<file path="config.mk">
export PLATFORM = sky130hd
export DESIGN_NAME = countdown_sequencer
export DESIGN_NICKNAME = d
export VERILOG_FILES = /design/src/rtl/countdown_sequencer.sv
export SDC_FILE = /design/constraint.sdc
export NUM_CORES = 1
export LEC_CHECK = 0
export BUFFER_PORTS_ARGS = -buffer_cell sky130_fd_sc_hd__buf_2
export CAP_MARGIN = 20
export CELL_PAD_IN_SITES_DETAIL_PLACEMENT = 0
export CELL_PAD_IN_SITES_GLOBAL_PLACEMENT = 1
export CORE_UTILIZATION = 36
export CTS_CLUSTER_DIAMETER = 30
export CTS_CLUSTER_SIZE = 20
export DETAILED_ROUTE_END_ITERATION = 10
export PLACE_DENSITY = 0.73
export SYNTH_ARGS = -nofsm -noshare
export SYNTH_HDL_FRONTEND = slang
export SYNTH_SLANG_ARGS = --single-unit
</file>
<file path="constraint.sdc">
create_clock -name clock -period 1.7 [get_ports clock]
set_clock_uncertainty 0.05 [all_clocks]
set_input_delay 0.085 -clock clock [delete_from_list [all_inputs] [get_ports clock]]
set_output_delay 0.085 -clock clock [all_outputs]
set_load 0.02 [all_outputs]
</file>
<file path="src/rtl/countdown_sequencer.sv">
// Sequencer for the two-digit ASCII down-counter: validates and loads a
// preset, issues prescaled decrement strobes, and handles pause, abort and
// expiry reporting.
module countdown_sequencer #(
    parameter int unsigned TICK_DIV = 10
) (
    input  logic        clock,
    input  logic        reset,
    input  logic        start,
    input  logic        pause,
    input  logic        abort,
    input  logic [15:0] preset,
    input  logic        cnt_done,
    output logic        cnt_load,
    output logic [15:0] cnt_ascii,
    output logic        cnt_decrement,
    output logic        busy,
    output logic        expired,
    output logic        bad_preset,
    output logic [2:0]  state
);

    localparam int unsigned PRESC_W    = 16;
    localparam int unsigned ASCII_W    = 16;
    localparam logic [PRESC_W-1:0] PRESC_MAX  = PRESC_W'(TICK_DIV - 1);
    localparam logic [ASCII_W-1:0] ASCII_ZERO = 16'h3030;

    typedef enum logic [2:0] {
        ST_IDLE    = 3'd0,
        ST_LOAD    = 3'd1,
        ST_RUN     = 3'd2,
        ST_PAUSE   = 3'd3,
        ST_EXPIRED = 3'd4
    } state_t;

    state_t               state_q, state_d;
    logic [PRESC_W-1:0]   presc_q, presc_d;
    logic [ASCII_W-1:0]   ascii_d;
    logic                 load_d;
    logic                 expired_d;
    logic                 bad_d;
    logic                 dec_c;
    logic                 preset_ok;

    // One ASCII decimal digit, '0'..'9'.
    function automatic logic is_digit(input logic [7:0] c);
        return (c >= 8'h30) && (c <= 8'h39);
    endfunction

    // Next-state, prescaler and strobe decode; the strobe is qualified by
    // same-cycle abort/done/pause so it can never fire into a finished count.
    always_comb begin
        state_d   = state_q;
        presc_d   = presc_q;
        ascii_d   = cnt_ascii;
        bad_d     = 1'b0;
        dec_c     = 1'b0;
        preset_ok = is_digit(preset[15:8]) && is_digit(preset[7:0]);

        case (state_q)
            ST_IDLE: begin
                presc_d = '0;
                if (start) begin
                    if (preset_ok) begin
                        ascii_d = preset;
                        state_d = ST_LOAD;
                    end else begin
                        bad_d = 1'b1;
                    end
                end
            end
            ST_LOAD: begin
                presc_d = '0;
                state_d = abort ? ST_IDLE : ST_RUN;
            end
            ST_RUN: begin
                if (abort) begin
                    state_d = ST_IDLE;
                end else if (cnt_done) begin
                    state_d = ST_EXPIRED;
                end else if (pause) begin
                    state_d = ST_PAUSE;
                end else begin
                    dec_c   = (presc_q == PRESC_MAX);
                    presc_d = dec_c ? '0 : presc_q + 16'd1;
                end
            end
            ST_PAUSE: begin
                if (abort) begin
                    state_d = ST_IDLE;
                end else if (!pause) begin
                    state_d = ST_RUN;
                end
            end
            ST_EXPIRED: begin
                state_d = ST_IDLE;
            end
            default: begin
                state_d = ST_IDLE;
            end
        endcase

        load_d    = (state_d == ST_LOAD);
        expired_d = (state_d == ST_EXPIRED);
    end

    // State, prescaler and registered outputs.
    always_ff @(posedge clock or negedge reset) begin
        if (!reset) begin
            state_q    <= ST_IDLE;
            presc_q    <= '0;
            cnt_ascii  <= ASCII_ZERO;
            cnt_load   <= 1'b0;
            expired    <= 1'b0;
            bad_preset <= 1'b0;
        end else begin
            state_q    <= state_d;
            presc_q    <= presc_d;
            cnt_ascii  <= ascii_d;
            cnt_load   <= load_d;
            expired    <= expired_d;
            bad_preset <= bad_d;
        end
    end

    assign cnt_decrement = dec_c;
    assign busy          = (state_q != ST_IDLE);
    assign state         = state_q;

endmodule

</file>
# [Word-level counts from Yosys, hierarchy flattened]
# Index checks and enable logic that the tools add are counted.
[op_classes] addsub=1 n_lt_le_gt_ge=4 bitwise=0 div=0 n_shift=0 n_mul=0 reduce_logical=9 eq_ne=9 n_mux=21
[op_table] operator="16-bit two-way mux" n=4
[op_table] operator="16-bit one-hot mux with 2 select lines" n=1
[op_table] operator="3-bit two-way mux" n=7
[op_table] operator="16-bit by 1-bit adder with 16-bit output (second input constant)" n=1
[op_table] operator="16-bit by 4-bit equality test with 1-bit output (second input constant)" n=1
[op_table] operator="8-bit by 6-bit greater-or-equal comparator with 1-bit output (second input constant)" n=2
[op_table] operator="8-bit by 6-bit <= comparator with 1-bit output (second input constant)" n=2
[op_table] operator="3-bit one-hot mux with 4 select lines" n=1
[op_table] operator="1-bit two-way mux" n=7
[op_table] operator="3-bit by 1-bit equality test with 1-bit output (second input constant)" n=2
[op_table] operator="3-bit by 2-bit equality test with 1-bit output (second input constant)" n=2
[op_table] operator="2-bit inequality test (second input constant)" n=3
[op_table] operator="4-bit AND reduction" n=1
[op_table] operator="3-bit equality test (second input constant)" n=1
[op_table] operator="1-bit logical AND" n=3
[op_table] operator="3-bit logical NOT" n=1
[op_table] operator="3-bit AND reduction" n=1
[op_table] operator="3-bit nonzero test" n=1
[op_table] operator="2-bit two-way mux" n=1
[op_table] operator="2-bit nonzero test" n=1
[op_table] operator="2-bit OR reduction" n=1
[totals] n_memories=0 latchBits=0 elab_cells=50 ram_bits=0 output_inout_bits=24 register_bits=38 romBits=0 input_bits=22

# [Longest topological paths before layout]
[logic_depth] depth_word=7 depth_mapped=7 depth_no_buf=6

# [Worst setup path after synthesis]
# OpenSTA, ideal clock, no wires.
[synth_path] path_kind="flip-flop to flip-flop" from="register state_q[0], in the netlist state[0]" to="register presc_q[14]" required_time_ns=1.572 setup_slack_ns=-0.267 path_buffers=1 arrival_ns=1.839 synth_period_minus_slack_ns=1.967 path_stages_with_launch=6 setup_ns=0.078 path_cell_list="dfrtp_1 > o41a_1 > or2_1 > clkbuf_1 > or4_1 > a21oi_1"
[synth_via] elab_chain_len=4 word_cells_on_any_way=10 classes_between="5 x eq/ne; 1 x mux; 4 x reduce/logical"
[synth_rtl] item="start, declared" line_no="36" rtl="state_t state_q, state_d;"
[synth_rtl] item="start signal, assigned" line_no="117" rtl="state_q <= state_d;"
[synth_rtl] item="3-bit by 1-bit equality test with 1-bit output or 3-bit logical NOT (tied branches)" line_no="60" rtl="case (state_q)"
[synth_rtl] item="2-bit OR reduction (no line)"
[synth_rtl] item="2-bit nonzero test (no line)"
[synth_rtl] item="4-bit AND reduction (no line)"
[synth_rtl] item="end signal, assigned" line_no="118" rtl="presc_q <= presc_d;"
[synth_rtl] item="end, declared" line_no="37" rtl="logic [PRESC_W-1:0] presc_q, presc_d;"
# Several ways; a longest one is shown, not always the timed one.
# A chain may end at the register's enable or synchronous reset.

# [Worst setup path after layout]
[layout_path] from="register presc_q[0]" to="register presc_q[14]"
[layout_via] elab_chain_len=6 word_cells_on_any_way=7 classes_between="1 x add/sub; 1 x eq/ne; 5 x mux"
[layout_rtl] item="16-bit by 1-bit adder with 16-bit output or 16-bit by 4-bit equality test with 1-bit output (tied branches)" line_no="85, 84"
[layout_rtl] item="16-bit two-way mux (*)" line_no="85" rtl="presc_d = dec_c ? '0 : presc_q + 16'd1;"
[layout_rtl] item="16-bit two-way mux (*)" line_no="81" rtl="end else if (pause) begin"
[layout_rtl] item="16-bit two-way mux (*)" line_no="79" rtl="end else if (cnt_done) begin"
[layout_rtl] item="16-bit two-way mux (*)" line_no="77" rtl="if (abort) begin"
[layout_rtl] item="16-bit one-hot mux with 2 select lines (*)" line_no="60"
# Mark *: on every way between the ends. The rest lies on a longest branch, timed or not. The select of a mux whose other input is x is not followed.

==> metrics.cfg <==
[flow_run]
drv_cap=0

[grt]
grt_max_degree=23
grt_use_total=0.1994
grt-ovfl-total=0
antenna_found_initial=0
grt_pass1_vias=1683
grt_pass1_wl_mm=7.838

[route]
wl_per_cell_microns=15.43
finalWirelength_mm=4.799
ant_nets=0
drcViolationCount=0
drt-vias-per-instance=5.244
vias=1631
dr.first_iter.drc_count=93
first_pass_iters=4

[placement]
pre_cts_ws_ps=-125.6
gp_congestion=0.8995
io_buffers=45
hpwl_mm=3.510

[sta]
finalSetupViolations=14
hold_slack_ps=3.948
worst_slack_ps=-141.9
period_share=1.083
worstMarginPinSlew_ps=525.5
fmax_mhz=542.9
min_period_ps=1842
finalHoldViolCount=0
slew_headroom=0.6497
slew_violations=0
rsz0062_at_grt=yes

[synth]
syn_area_sq_um=1743
async_flop_share=1.000
synth_nets=180
syn_inst=156
avgSynthCellArea_sq_um=11.17
synth_edf_count=0
ys_seq_elements=38
synthFlopType=dfrtp_1
synth-warning-count=0
synth_cell_types=40
ys_seq_area_frac=0.5485

[power]
power.density_nw_per_um2=658.5
total_leakage_power_nw=1.320
peakVddDrop_mv=0.5296

[critical_path]
critPathArrivalTime_ps=2010
critPathLaunchType=flip-flop
required_ps=1860
end_kind=flip-flop
path_class=reg2reg
cp_slowest_cell=or4_1
path_cells=ha_2, nand2_2, or4_4, or4_1, a21oi_1
critPathMaxStageDelay_ps=500
critical_path_peak_fanout=3

[final_layout]
drive_gt1_frac=0.5367
diodes=0
syn_to_final_growth_pct=56.78
nets=282
postLayoutCoreUtil=0.6067

[clocking]
cts_max_path_buffers=2
cts_root_buf=clkbuf_8
cts_tree=done
h-tree-depth=2
clock_latency_ps=290
cts_num_sinks=38
clk_pin_slew_ps=80
cts_buffers=5

[floorplan]
fp.dieW_microns=71.58
core_sq_um=4504
dieHeight_microns=71.58
row_count=24
io-pin-count=46
initial_core_util=0.3869
die_area_sq_um=5124

[outcome]
violations=setup timing
outcome=finished, violations left

[min_path]
hp-class=in2reg

logic make-up (layout without fill, tap and decap cells):
| family | after synthesis | after routing | synth area share |
|---|---|---|---|
| AND/OR/NAND/NOR | 72 | 72 | 0.2462 |
| AO/OA/AOI/OAI | 17 | 17 | 0.06891 |
| adder cells (fa/ha/maj) | 2 | 2 | 0.01436 |
| buffers and inverters | 9 | 112 | 0.02009 |
| flip-flops | 38 | 38 | 0.5485 |
| multiplexers | 8 | 8 | 0.05169 |
| XOR/XNOR | 10 | 10 | 0.05025 |
synthesized netlist by cell type, drive strengths merged (5+ instances only):
cell type / number / area (sq um)
nor2b: 6 / 37.54
nor4: 8 / 50.05
dfrtp: 34 / 850.8
nor2: 15 / 56.30
mux2: 8 / 90.09
or2: 5 / 31.28
nand2: 7 / 26.28
xnor2: 10 / 87.58
power by group:
| group | total [mW] | switching (mW) | internal [mW] | leakage [nW] |
|---|---|---|---|---|
| logic | 0.109 | 0.0545 | 0.0545 | 0.762 |
| clock network | 0.771 | 0.335 | 0.436 | 0.0504 |
| registers | 0.919 | 0.00393 | 0.916 | 0.507 |
| total | 1.80 | 0.393 | 1.41 | 1.32 |
per-layer routing:
layer | part of all wire | track usage | wire (microns)
met1 | 0.40 | 0.2354 | 1912
met5 | 0 | 0 | 0
met4 | 0.0071 | 0.05882 | 34
met2 | 0.56 | 0.3672 | 2680
met3 | 0.036 | 0.03938 | 172
area by class of cell:
class	instances	area (sq um)
clock inverter	3	45.04
timing repair buffer	100	710.7
multi-input combinational	109	867.1
sequential	38	960.9
clock buffer	5	68.82
tap	52	65.06
fill	383	1772
inverter	4	15.01
cells in the final DEF (no fill, tap or decap), types with 3 or more instances in the layout:
master,n
nand3_1,4
dfrtp_1,30
xnor2_1,10
nor2b_1,6
buf_6,6
buf_2,44
dfstp_2,4
mux2_2,8
inv_1,3
dfrtp_2,4
a21oi_1,3
nor2_1,12
and3_1,4
o21ai_1,4
buf_4,39
dlygate4sd3_1,9
nand2_1,5
nand4_1,3
or2_2,4
clkbuf_8,5
nor4_1,5
through the flow:
step / cell area [sq um] / TNS (ps) / instances / power [mW]
CTS: 2659 / -647.0 / 309 / 1.814
finish: 2733 / -740.5 / 311 / 1.800
global route: 2733 / -1939 / 311 / 1.872
detailed placement: 2345 / -763.9 / 286 / 1.031
floorplan: 1769 / -498.9 / 156 / 0.9642
global placement: 2345 / -698.6 / 286 / 1.027
flip-flops by register name, indices dropped and copies added, names as in the netlist:
| signal | flops |
|---|---|
| state | 3 |
| cnt_load | 1 |
| cnt_ascii | 16 |
| bad_preset | 1 |
| presc_q | 16 |
| expired | 1 |
what timing repair did:
item | 4_1_cts | 5_1_grt
pin swaps | 3 | 3
hold endpoints to repair | 25 | 0
gates resized for setup | 15 | 14
buffers inserted | 6 | 2
setup endpoints to repair | 15 | 25
hold buffers | 9 | 0
final timing paths:
check                                   from            to  cells after the start  slack [ps]
worst min register to register  cnt_ascii[7]  cnt_ascii[7]                      1         450
max in group asynchronous              reset  cnt_ascii[2]                      3         870
worst min-delay path               preset[1]  cnt_ascii[1]                      2           4
worst max-delay path              presc_q[0]   presc_q[14]                      5        -140
worst max register to register    presc_q[0]   presc_q[14]                      5        -140
min in group asynchronous              reset    presc_q[5]                      2         250
critical path, delay by kind of cell, from the launching register on:
family                     cells  cell delay (ps)
adders and majority gates      1              200
and+or+nand+nor                3              990
AOI/OAI and AO/OA              1              140
DFF                            1              380
Power figures use the tool's default switching activity.
